--- src/rtl/shift_add_mult_seq.sv ---
// Sequential shift/add multiplier that forms one partial product per clock, with valid/ready on both sides.
// Define MULT_SIGNED_EN to treat a/b as two's complement (sign-magnitude internally); otherwise operands are unsigned.
//
// state | meaning
// IDLE  | waiting for operands, in_ready=1
// BUSY  | one shift/add step per clock, WIDTH steps total
// DONE  | product presented, held until out_ready

module shift_add_mult_seq #(
   parameter int WIDTH = 8
) (
   input  logic                 clk,
   input  logic                 rst_n,
   input  logic                 in_valid,
   output logic                 in_ready,
   input  logic [WIDTH-1:0]     a,
   input  logic [WIDTH-1:0]     b,
   output logic                 out_valid,
   input  logic                 out_ready,
   output logic [2*WIDTH-1:0]   product,
   output logic                 busy
);

   localparam int CW = $clog2(WIDTH);

   typedef enum logic [1:0] {
      IDLE = 2'd0,
      BUSY = 2'd1,
      DONE = 2'd2
   } state_t;

   state_t              state, state_nxt;
   logic [2*WIDTH:0]    acc, acc_nxt;
   logic [WIDTH-1:0]    mcand, mcand_nxt;
   logic [CW-1:0]       cnt, cnt_nxt;

   logic [WIDTH:0]      sum;
   logic [2*WIDTH:0]    acc_step;
   logic [2*WIDTH:0]    acc_final;
   logic [WIDTH-1:0]    a_load;
   logic [WIDTH-1:0]    b_load;
   logic                last_step;

`ifdef MULT_SIGNED_EN
   logic                neg, neg_nxt;

   // Magnitude of -2^(W-1) is 2^(W-1), which still fits in WIDTH unsigned bits.
   assign a_load    = a[WIDTH-1] ? (~a + 1'b1) : a;
   assign b_load    = b[WIDTH-1] ? (~b + 1'b1) : b;
   assign acc_final = neg ? {1'b0, (~acc_step[2*WIDTH-1:0] + 1'b1)} : acc_step;
`else
   assign a_load    = a;
   assign b_load    = b;
   assign acc_final = acc_step;
`endif

   // Upper half is always < 2^WIDTH before the add, so the WIDTH+1-bit sum cannot overflow.
   assign sum       = acc[0] ? (acc[2*WIDTH:WIDTH] + {1'b0, mcand}) : acc[2*WIDTH:WIDTH];
   assign acc_step  = {sum, acc[WIDTH-1:0]} >> 1;
   assign last_step = (cnt == CW'(WIDTH-1));

   always_ff @(posedge clk or negedge rst_n) begin
      if (!rst_n) begin
         state <= IDLE;
         acc   <= '0;
         mcand <= '0;
         cnt   <= '0;
      end else begin
         state <= state_nxt;
         acc   <= acc_nxt;
         mcand <= mcand_nxt;
         cnt   <= cnt_nxt;
      end
   end

`ifdef MULT_SIGNED_EN
   always_ff @(posedge clk or negedge rst_n) begin
      if (!rst_n) begin
         neg <= 1'b0;
      end else begin
         neg <= neg_nxt;
      end
   end
`endif

   always_comb begin
      state_nxt = state;
      acc_nxt   = acc;
      mcand_nxt = mcand;
      cnt_nxt   = cnt;
`ifdef MULT_SIGNED_EN
      neg_nxt   = neg;
`endif
      case (state)
         IDLE: begin
            if (in_valid) begin
               mcand_nxt = a_load;
               acc_nxt   = {{(WIDTH+1){1'b0}}, b_load};
               cnt_nxt   = '0;
`ifdef MULT_SIGNED_EN
               neg_nxt   = a[WIDTH-1] ^ b[WIDTH-1];
`endif
               state_nxt = BUSY;
            end
         end
         BUSY: begin
            cnt_nxt = cnt + CW'(1);
            if (last_step) begin
               acc_nxt   = acc_final;
               state_nxt = DONE;
            end else begin
               acc_nxt   = acc_step;
            end
         end
         DONE: begin
            if (out_ready) begin
               state_nxt = IDLE;
            end
         end
         default: begin
            state_nxt = IDLE;
         end
      endcase
   end

   assign in_ready  = (state == IDLE);
   assign out_valid = (state == DONE);
   assign busy      = (state == BUSY) || (state == DONE);
   assign product   = (state == DONE) ? acc[2*WIDTH-1:0] : '0;

endmodule

--- config.mk ---
export PLATFORM = sky130hd
export DESIGN_NAME = shift_add_mult_seq
export DESIGN_NICKNAME = d
export VERILOG_FILES = /design/src/rtl/shift_add_mult_seq.sv
export SDC_FILE = /design/constraint.sdc
export NUM_CORES = 1
export LEC_CHECK = 0
export BUFFER_PORTS_ARGS = -buffer_cell sky130_fd_sc_hd__buf_2
export CORE_UTILIZATION = 48
export CTS_BUF_LIST = sky130_fd_sc_hd__clkbuf_16
export DETAILED_ROUTE_END_ITERATION = 8
export PLACE_DENSITY = 0.82
export SLEW_MARGIN = 20
export SYNTH_ARGS = -nofsm -noshare
export SYNTH_HDL_FRONTEND = slang
export SYNTH_SLANG_ARGS = --single-unit
--- constraint.sdc ---
create_clock -name clk -period 2 [get_ports clk]
set_input_delay 0.4 -clock clk [delete_from_list [all_inputs] [get_ports clk]]
set_output_delay 0.4 -clock clk [all_outputs]
set_load 0.02 [all_outputs]
# After elaboration in Yosys (flattened, before gate mapping)
# Index checks and enable logic that the tools add are counted.
# W data, S select, Z words.
# op_classes
addsub	2
n_mul	0
div	0
n_lt_le_gt_ge	0
eq_ne	6
shifts	0
muxes	10
n_bitwise	0
n_reduce_logical	6
# ops
operator	count
$pmux W17 S2	1
$mux W17	1
$mux W16	1
$add A9 B8 Y9	1
$mux W9	1
$mux W2	3
$pmux W2 S3	1
$pmux W3 S2	1
$ne A2 B2 Y1 const B	2
$reduce_and A2 Y1	2
$add A3 B1 Y3 const B	1
$eq A3 B3 Y1 const B	1
$mux W3	1
$reduce_and A3 Y1	1
$eq A2 B1 Y1 const B	1
$eq A2 B2 Y1 const B	1
$logic_not A2 Y1	1
$ne A2 B1 Y1 const B	1
$reduce_bool A2 Y1	1
$logic_or A1 B1 Y1	1
# totals
ff_bits	30
latch_bits	0
ram_bits	0
rom_bits	0
inputBits	20
out_inout_bits	19
mem_count	0

# Logic depth before layout (Yosys ltp)
# Gate-level depths: netlist of the first run.
# logic_depth
depth_word	3
ltp_mapped	9

# Least setup slack after synthesis of the first run
# OpenSTA, ideal clock, no wires.
# synth_path
kind	reg-to-reg
start	register acc[8]
end	register acc[13]
setup_ns	0.069
arrival_ns	1.879
slack_ns	0.053
path_stages_with_launch	8
path_buffers	0
path_cell_list	dfrtp_1 -> ha_1 -> fa_1 -> a211oi_2 -> o21bai_1 -> a21o_1 -> or3_1 -> nand3_1
# synth_between
elab_chain_cells	3
# synth_lines
element	line	source
start: declaration	33	logic [2*WIDTH:0] acc, acc_nxt;
start signal: assignment	70	acc <= acc_nxt;
$add A9 B8 Y9	58	assign sum = acc[0] ? (acc[2*WIDTH:WIDTH] + {1'b0, mcand}) : acc[2*WIDTH:WIDTH];
$mux W9	58	
$pmux W17 S2	94	case (state)
# Every way passes these cells.
# A chain may end at the register's enable or synchronous reset.

# Worst setup path after layout of the first run
# layout_path
start	register state[0]
end	output product[3]
# layout_between
elab_chain_cells	2
# layout_lines
element	line	source
start: declaration	32	state_t state, state_nxt;
start signal: assignment	69	state <= state_nxt;
$eq A2 B2 Y1	129	assign product = (state == DONE) ? acc[2*WIDTH-1:0] : '0;
$mux W16	129	
end: declaration	20	output logic [2*WIDTH-1:0] product,
# Every way passes these cells.

==> impl_metrics.py, run 1 <==
metrics = {
    "run_status": {
        "status": "finished, final reports clean",
    },
    "synth": {
        "yosysUniqueCellTypes": 34,
        "syn_area_sq_mm": 0.00172,
        "synthCells": 165,
        "synth_area_leader_cell": "dfrtp_1",
        "synth_nets": 199,
        "synthXorXnorAreaFrac": 0.0153,
        "post_synth.cell_area_avg_sq_um": 10.4,
        "ys_warn_count": 0,
        "yosysTopAreaCellShare": 0.422,
        "yosysSeqAreaShare": 0.422,
        "synth_compound_area_frac": 0.156,
        "synth_seq_cells": 29,
        "synth-simple-area-share": 0.140,
        "synthMuxAreaShare": 0.124,
        "synth_top_family_by_area": "compound AO/OA/AOI/OAI gates",
        "synthAdderAreaFrac": 0.106,
        "synthTopCellsByArea": "dfrtp_1 42%, ha_1 9.5%, mux2_2 7.2%",
    },
    "timing": {
        "worst_pin_slew_ns": 0.643,
        "final-hold-violation-count": 0,
        "fin_ws_ns": 0.105,
        "post-route-min-period_ns": 1.89,
        "slew_headroom": 0.571,
        "fin_skew_ns": 0.00649,
        "max_freq_mhz": 528,
        "setup_viol": 0,
        "fin_tns_setup_ns": 0,
        "finalCritPeriodShare": 0.947,
        "rsz0062_at_grt": "yes",
        "slew_violations": 0,
    },
    "die": {
        "fp.dieH_um": 61.8,
        "io_pins": 39,
        "num_rows": 21,
        "core-area_sq_mm": 0.00339,
        "die_area_sq_mm": 0.00382,
        "initial_core_util": 0.507,
        "chipWidth_um": 61.8,
    },
    "drt": {
        "ant_nets": 0,
        "wl_per_cell_um": 13.9,
        "viasPerCell": 5.39,
        "vias": 1390,
        "drc_errors": 0,
        "wirelength_um": 3570,
        "drt-initial-drc-count": 69,
        "first_pass_iters": 4,
    },
    "grt": {
        "grt_pass1_wl_um": 5380,
        "grt-ovfl-total": 0,
        "antenna_found_initial": 0,
        "grt_use_total": 0.203,
        "grt_pass1_vias": 1207,
        "grt_max_degree": 30,
    },
    "cts": {
        "hold_buffers": 0,
        "cts_root_buf": "clkbuf_16",
        "cts_tree": "yes",
        "cts_buffers": 5,
        "clkSlewWorstSetupHoldPaths_ns": 0.05,
        "clock_path_buffers": 2,
        "clock_latency_ns": 0.28,
        "clock_sinks": 29,
        "htreeDepth": 2,
        "cts_resized": 0,
        "cts_post_setup_buffers_inserted": 0,
    },
    "critical_path": {
        "path_cells": "inv_1 > ha_2 > buf_4 > and2_1 > buf_2",
        "critPathMaxStageDelay_ns": 0.38,
        "crit_arrival_ns": 1.49,
        "crit_type": "reg -> out",
        "crit_slowest_cell": "dfrtp_1",
        "critical_path_required_ns": 1.60,
        "worstSetupStartpointType": "flip-flop",
        "endpoint_kind": "output pin",
        "crit_fanout": 11,
    },
    "placed_design": {
        "numPortBuffers": 38,
        "hpwl_um": 2510,
        "gp_congestion": 0.883,
        "dp_slack_ns": 0.0200,
    },
    "layout": {
        "antennaDiodeCount": 0,
        "final_nets": 245,
        "final.fill_count": 258,
        "areaGrowthSynthToFinish_pct": 23.9,
        "drive_above_1_share": 0.330,
    },
    "pwr": {
        "pwr-share-comb": 0.507,
        "peakVddDrop_v": 0.000751,
        "p_seq_frac": 0.297,
        "power_density_mw_per_mm2": 1650,
        "p_int_uw": 2090,
        "netSwitchingFraction": 0.406,
        "p_switching_uw": 1430,
        "clkPwrFrac": 0.196,
        "p_leak_uw": 0.00108,
    },
    "min_path": {
        "min_path_type": "in -> async",
    },
    "job": {
        "maxCapViolCount": 0,
    },
}
==> final timing paths <==
kind	startpoint	end	slack (ns)	cells after the start
max in group asynchronous	rst_n	mcand[3]	1.43	1
worst max-delay path	state[0]	product[3]	0.11	5
min in group clk	a[2]	mcand[2]	0.36	2
worst min-delay path	rst_n	acc[5]	0.15	1
worst max register to register	acc[8]	acc[13]	0.12	7
worst min register to register	acc[7]	acc[7]	0.50	2
==> cell usage after synthesis (all sizes together) <==
master / count
o21bai: 1
o221ai: 1
o21a: 1
or3: 3
a22o: 2
nor2: 2
buf: 6
nand2b: 1
xor2: 1
a31oi: 1
o31ai: 2
a21o: 4
nand2: 19
mux2i: 9
a32oi: 6
and4: 1
a211oi: 1
clkbuf: 1
and2: 16
nand4b: 1
inv: 4
nand3: 4
clkinv: 1
a21oi: 5
o21ai: 15
xnor2: 2
ha: 13
a31o: 1
mux2: 11
dfrtp: 29
fa: 1
==> metrics by stage <==
| stage | hold WS (ns) | total power (uW) | instance area (sq um) | utilization | instances |
|---|---|---|---|---|---|
| after global placement | 0.457 | 2750 | 1980 | 0.585 | 250 |
| after global routing | 0.206 | 3800 | 2130 | 0.629 | 258 |
| after CTS | 0.170 | 3540 | 2120 | 0.626 | 258 |
| after floorplan | 0.104 | 2370 | 1720 | - | 165 |
| final | 0.148 | 3520 | 2130 | 0.629 | 258 |
| after detailed placement | 0.459 | 2810 | 1980 | 0.585 | 250 |
==> sequential cells by signal, summed over array words and instances, names as in the netlist <==
register / cells
mcand: 8
cnt: 3
acc: 16
state: 2
==> logic make-up (layout without fill, tap and decap cells) <==
| kind of cell | count (synthesis) | in the layout |
|---|---|---|
| xor+xnor | 3 | 3 |
| mux | 20 | 20 |
| compound gates | 40 | 40 |
| flops | 29 | 29 |
| buf+inv | 12 | 59 |
| fa+ha+maj | 14 | 14 |
| simple gates | 47 | 47 |
==> per-layer routing <==
metal / share of wire / GRT usage / vias up
li1: - / - / 685
met1: 0.44 / 0.247 / 662
met2: 0.51 / 0.321 / 39
met3: 0.040 / 0.0745 / 4
met4: 0.0098 / 0.0952 / 0
met5: 0 / 0 / -
==> critical path: cells and delay by family, from the launching register on <==
kind / cells / cell delay, ns
buffers and inverters: 3 / 0.44
DFF: 1 / 0.38
adders and majority gates: 1 / 0.25
and+or+nand+nor: 1 / 0.14
==> cell usage in the layout, fill, tap and decap left out, types with 2 or more instances in the layout <==
master / count
ha_2: 2
mux2_2: 11
o21ai_0: 15
nand2_1: 19
dfrtp_1: 29
nand3_1: 4
or3_1: 3
clkinv_2: 2
nor2_1: 2
a21o_1: 3
ha_1: 11
a22o_1: 2
clkbuf_16: 5
buf_2: 38
o31ai_1: 2
inv_1: 5
mux2i_1: 9
a32oi_1: 6
xnor2_1: 2
a21oi_1: 5
buf_4: 8
and2_1: 16
==> power by group through the flow <==
stage / clock network, uW / logic (uW) / registers, uW
3_5_place_dp: 0 / 1770 / 1040
6_report: 691 / 1790 / 1040
3_3_place_gp: 0 / 1720 / 1040
4_1_cts: 706 / 1790 / 1040
5_1_grt: 733 / 1990 / 1080
2_1_floorplan: 0 / 1370 / 996
==> area by class of cell <==
class                   instances  area [sq um]  share of cell area
multi-input cells             124           940               0.441
flip-flops and latches         29           726               0.341
repair buffers                 46           250               0.117
clock buffers                   5           125              0.0587
well taps                      46          57.6              0.0270
inverters                       5          18.8             0.00881
clock inverters                 3          13.8             0.00646
Note: power is estimated with default switching activity, not from simulation.
==> inputs of run 2 (changes only) <==
--- a/config.mk
+++ b/config.mk
@@ -5,11 +5,12 @@
 export SDC_FILE = /design/constraint.sdc
 export NUM_CORES = 1
 export LEC_CHECK = 0
+export ABC_AREA = 1
 export BUFFER_PORTS_ARGS = -buffer_cell sky130_fd_sc_hd__buf_2
-export CORE_UTILIZATION = 48
+export CORE_UTILIZATION = 49
 export CTS_BUF_LIST = sky130_fd_sc_hd__clkbuf_16
 export DETAILED_ROUTE_END_ITERATION = 8
-export PLACE_DENSITY = 0.82
+export PLACE_DENSITY = 0.83
 export SLEW_MARGIN = 20
 export SYNTH_ARGS = -nofsm -noshare
 export SYNTH_HDL_FRONTEND = slang
==> impl_metrics.py, run 2 <==
metrics = {
    "drt": {
        "drc_errors": 0,
        "ant_nets": 0,
        "wl_per_cell_um": 12.4,
        "top_layer_used": "met4",
        "vias": 1626,
        "wirelength_um": 4000,
        "dr_wl_met3_um": 175,
        "drt-initial-drc-count": 104,
        "wl_met1_um": 1830,
        "route.met2.wl_um": 1900,
        "first_pass_iters": 4,
        "viasPerCell": 5.05,
    },
    "run_status": {
        "status": "finished, final reports clean",
    },
    "synth": {
        "synthCells": 234,
        "synth.most_common_cell": "nand2_1",
        "synthArstFlopShare": 1.00,
        "synth_nets": 268,
        "yosysUniqueCellTypes": 28,
        "synth_enable_flop_cells": 0,
        "yosysSeqAreaShare": 0.396,
        "synth_seq_cells": 29,
        "synth_area_leader_cell": "dfrtp_1",
        "post_synth.cell_area_avg_sq_um": 7.82,
        "synthTopCellsByArea": "dfrtp_1 40%, nand2_1 15%, ha_1 8.9%",
        "synth-main-ff-cell": "dfrtp_1",
        "ys_top_cells_by_count": "73 x nand2_1, 32 x inv_1, 29 x dfrtp_1",
        "yosysTopAreaCellShare": 0.396,
        "ys_warn_count": 0,
        "syn_area_sq_mm": 0.00183,
    },
    "min_path": {
        "min_path_type": "in -> async",
    },
    "grt": {
        "grt-ovfl-total": 0,
        "grt_pass1_wl_um": 6800,
        "antenna_found_initial": 0,
        "grt_use_total": 0.222,
        "grt_pass1_vias": 1544,
        "grt_max_degree": 30,
    },
    "timing": {
        "slew_violations": 0,
        "finalCritPeriodShare": 0.932,
        "post-route-min-period_ns": 1.86,
        "worst_pin_slew_ns": 0.626,
        "setup_viol": 0,
        "rsz0062_at_grt": "no",
        "max_freq_mhz": 537,
        "fin_tns_setup_ns": 0,
        "fin_skew_ns": 0.00389,
        "slew_headroom": 0.583,
        "final-hold-violation-count": 0,
    },
    "cts": {
        "htreeDepth": 2,
        "clock_latency_ns": 0.27,
        "cts_resized": 0,
        "cts_post_setup_buffers_inserted": 0,
        "hold_buffers": 0,
        "cts_buffers": 5,
        "clock_sinks": 29,
        "cts_root_buf": "clkbuf_16",
        "clkSlewWorstSetupHoldPaths_ns": 0.05,
        "clock_path_buffers": 2,
        "cts_tree": "yes",
    },
    "layout": {
        "antennaDiodeCount": 0,
        "final_common_cell": "nand2_1",
        "largest_reg_flops": 16,
        "largestRegisters": "acc: 16 flops, mcand: 8 flops, cnt: 3 flops",
        "final_cell_mix": "73 x nand2_1, 38 x buf_2, 32 x inv_1",
        "instances_no_fill": 322,
        "areaGrowthSynthToFinish_pct": 22.6,
        "regMostFlops": "acc",
        "drive_above_1_share": 0.246,
        "final.fill_count": 309,
        "final_nets": 309,
    },
    "critical_path": {
        "worstSetupStartpointType": "flip-flop",
        "crit_arrival_ns": 1.46,
        "reg2reg_depth": 8,
        "endpoint_kind": "output pin",
        "critical_path_required_ns": 1.60,
        "crit_type": "reg -> out",
        "crit_top_cell": "inv_1",
        "critPathMaxStageDelay_ns": 0.38,
        "crit_slowest_cell": "dfrtp_1",
        "crit_fanout": 18,
        "path_cells": "inv_1 > ha_1 > buf_4 > nand2_1 > inv_1 > buf_2",
    },
    "die": {
        "initial_core_util": 0.528,
        "core-area_sq_mm": 0.00347,
        "chipWidth_um": 63.1,
        "fp.dieH_um": 63.1,
        "io_pins": 39,
        "die_area_sq_mm": 0.00398,
        "num_rows": 21,
    },
    "pwr": {
        "power_density_mw_per_mm2": 1980,
        "peakVddDrop_v": 0.00105,
        "p_leak_uw": 0.00132,
    },
    "placed_design": {
        "dp_cells": 314,
        "gp_congestion": 0.873,
        "hpwl_um": 2960,
        "numPortBuffers": 38,
    },
    "job": {
        "maxCapViolCount": 0,
    },
}
==> run 2: cell count changes in the layout (fill, tap and decap cells not counted), moves of 5 or more <==
cell     change
nand2_1     +54
inv_1       +27
nor2_1      +19
and2_1      -16
mux2i_1      -9
o21ai_0      -8
a31oi_1      +6
a32oi_1      -6
buf_4        -6
nand3_1      +5
==> run 2: final cells by class <==
cell class                      instances  area (sq um)  area share
Multi-Input combinational cell        164           931       0.415
Clock inverter                          3          65.1      0.0290
Tap cell                               46          57.6      0.0257
Sequential cell                        29           726       0.323
Inverter                               35           134      0.0597
Clock buffer                            5           125      0.0558
Timing Repair Buffer                   40           205      0.0915
==> run 2: critical path: cells and delay by family (launching register included) <==
family / cells / cell delay [ns]
adder cells (fa/ha/maj): 1 / 0.18
buffers and inverters: 4 / 0.55
flip-flops: 1 / 0.38
AND/OR/NAND/NOR: 1 / 0.07
==> run 2: worst paths after layout <==
| check | startpoint | endpoint | slack [ns] |
|---|---|---|---|
| min reg2reg | cnt[0] | cnt[0] | 0.51 |
| max | state[0] | product[8] | 0.14 |
| min | rst_n | state[0] | 0.14 |
| max reg2reg | acc[8] | acc[11] | 0.30 |
| max in group asynchronous | rst_n | mcand[5] | 1.45 |
| min in group clk | a[0] | mcand[0] | 0.35 |
==> run 2: layer usage <==
metal / up-vias / track usage
met5: - / 0
met4: 0 / 0.0756
met3: 13 / 0.0562
met2: 45 / 0.359
met1: 741 / 0.286
li1: 827 / -
==> run 2: logic make-up (layout without fill, tap and decap cells) <==
| logic type | Yosys count | in the layout | synth area share |
|---|---|---|---|
| fa+ha+maj | 14 | 14 | 0.0998 |
| mux | 8 | 8 | 0.0492 |
| simple gates | 110 | 110 | 0.245 |
| flops | 29 | 29 | 0.396 |
| compound gates | 32 | 32 | 0.114 |
| buf+inv | 41 | 83 | 0.0950 |
==> run 2: power by group <==
group | internal [uW] | total (uW) | switching, uW | leakage (uW)
logic | 901 | 2330 | 1430 | 0.000878
clock network | 710 | 965 | 255 | 0.0000938
registers | 888 | 1160 | 272 | 0.000348
==> run 2: through the flow <==
| stage | setup WS, ns | total power (uW) | hold slack (ns) | utilization | instance area [sq um] |
|---|---|---|---|---|---|
| floorplan | 0.188 | 2950 | 0.104 | - | 1830 |
| global placement | 0.342 | 3350 | 0.455 | 0.592 | 2050 |
| detailed placement | 0.321 | 3450 | 0.462 | 0.592 | 2050 |
| CTS | 0.133 | 4450 | 0.172 | 0.647 | 2240 |
| global route | 0.0492 | 4830 | 0.201 | 0.647 | 2240 |
| finish | 0.137 | 4450 | 0.142 | 0.647 | 2240 |
==> inputs of run 3 (changes only) <==
--- a/config.mk
+++ b/config.mk
@@ -7,10 +7,10 @@
 export LEC_CHECK = 0
 export ABC_AREA = 1
 export BUFFER_PORTS_ARGS = -buffer_cell sky130_fd_sc_hd__buf_2
-export CORE_UTILIZATION = 49
+export CORE_UTILIZATION = 45
 export CTS_BUF_LIST = sky130_fd_sc_hd__clkbuf_16
 export DETAILED_ROUTE_END_ITERATION = 8
-export PLACE_DENSITY = 0.83
+export PLACE_DENSITY = 0.77
 export SLEW_MARGIN = 20
 export SYNTH_ARGS = -nofsm -noshare
 export SYNTH_HDL_FRONTEND = slang
==> constraint.sdc (replaced) <==
create_clock -name clk -period 2 [get_ports clk]
set_input_delay 0.4 -clock clk [delete_from_list [all_inputs] [get_ports clk]]
set_output_delay 0.4 -clock clk [all_outputs]
set_load 0.1 [all_outputs]
==> impl_metrics.py, run 3 (synthesized netlist as in run 2, its figures left out) <==
metrics = {
    "cts": {
        "cts_resized": 0,
        "clock_sinks": 29,
        "cts_buffers": 5,
        "hold_buffers": 0,
        "clock_path_buffers": 2,
        "htreeDepth": 2,
        "cts_tree": "yes",
        "clkSlewWorstSetupHoldPaths_ns": 0.05,
        "cts_root_buf": "clkbuf_16",
        "cts_post_setup_buffers_inserted": 0,
        "clock_latency_ns": 0.27,
    },
    "timing": {
        "worst_pin_slew_ns": 0.650,
        "post-route-min-period_ns": 1.92,
        "fin_skew_ns": 0.00496,
        "finalCritPeriodShare": 0.961,
        "final-hold-violation-count": 0,
        "rsz0062_at_grt": "no",
        "slew_violations": 0,
        "max_freq_mhz": 520,
        "hold_slack_ns": 0.156,
        "fin_tns_setup_ns": 0,
        "slew_headroom": 0.567,
        "setup_viol": 0,
    },
    "layout": {
        "regMostFlops": "acc",
        "final_nets": 310,
        "final_cell_mix": "73 x nand2_1, 29 x dfrtp_1, 22 x buf_2",
        "areaGrowthSynthToFinish_pct": 37.2,
        "final_common_cell": "nand2_1",
        "stdcell_area_sq_mm": 0.00251,
        "largestRegisters": "acc: 16 flops, mcand: 8 flops, cnt: 3 flops",
        "largest_reg_flops": 16,
        "drive_above_1_share": 0.304,
        "antennaDiodeCount": 0,
        "fin_util": 0.666,
    },
    "die": {
        "num_rows": 22,
        "die_area_sq_mm": 0.00433,
        "io_pins": 39,
        "core-area_sq_mm": 0.00377,
        "initial_core_util": 0.485,
        "fp.dieH_um": 65.8,
        "chipWidth_um": 65.8,
    },
    "placed_design": {
        "numPortBuffers": 38,
        "place_area_sq_mm": 0.00238,
        "hpwl_um": 3050,
        "gp_congestion": 0.871,
    },
    "grt": {
        "grt-ovfl-total": 0,
        "antenna_found_initial": 0,
        "grt_pass1_vias": 1664,
        "grt_pass1_wl_um": 6900,
        "grt_use_total": 0.216,
        "grt_max_degree": 30,
    },
    "drt": {
        "drc_errors": 0,
        "drt-initial-drc-count": 93,
        "ant_nets": 0,
        "wirelength_um": 4060,
        "first_pass_iters": 4,
        "wl_per_cell_um": 12.5,
        "viasPerCell": 5.10,
        "vias": 1653,
    },
    "critical_path": {
        "crit_type": "reg -> out",
        "worstSetupStartpointType": "flip-flop",
        "r2r-start": "acc[8]",
        "crit_fanout": 18,
        "reg2reg_depth": 10,
        "endpoint_kind": "output pin",
        "reg2reg_setup_slack_ns": 0.32,
        "crit_arrival_ns": 1.52,
        "r2r-end": "acc[13]",
        "critical_path_required_ns": 1.60,
    },
    "min_path": {
        "min_path_type": "in -> async",
    },
    "job": {
        "maxCapViolCount": 0,
    },
    "run_status": {
        "status": "finished, final reports clean",
    },
}
==> run 3: changes by cell type in the layout (fill, tap and decap cells not counted), sizes merged <==
cell      previous run  this run
clkinvlp             0        16
inv                 35        20
bufinv               2         0
buf                 40        41
==> run 3: final cells by class <==
class | count | area (sq um)
Sequential cell | 29 | 726
Fill cell | 290 | 1260
Tap cell | 48 | 60.1
Multi-Input combinational cell | 164 | 946
Clock buffer | 5 | 125
Timing Repair Buffer | 41 | 453
Inverter | 35 | 194
Clock inverter | 2 | 7.51
==> run 3: worst max-delay path by stage <==
stage	from	slack, ns	cells past startpoint	endpoint
3_5_place_dp	acc[8]	0.34	5	acc[9]
4_1_cts	state[0]	0.06	3	out_valid
3_3_place_gp	acc[8]	0.39	5	acc[9]
6_report	state[0]	0.08	3	out_valid
5_1_grt	state[0]	0.02	3	out_valid
2_1_floorplan	state[0]	0.02	6	product[9]
==> run 3: worst max-delay path, stage by stage (launching register included) <==
cell and delay, ns:
dfrtp_1 0.38, inv_1 0.13, ha_4 0.27, buf_2 0.46
==> run 3: through the flow <==
step	std cells	worst slack, ns
floorplan	234	0.0212
global placement	317	0.387
detailed placement	317	0.338
CTS	324	0.0640
global route	324	0.0232
finish	324	0.0781
==> run 3: layer usage <==
metal  global-route usage  share of wire
met1                0.239           0.42
met2                0.360           0.49
met3               0.0741          0.061
met4                0.122          0.023
met5                    0              0
Power of run 3 is left out: the tool's default activity adds up to more than one toggle a clock period on the data nets, which glitch-free logic cannot reach.
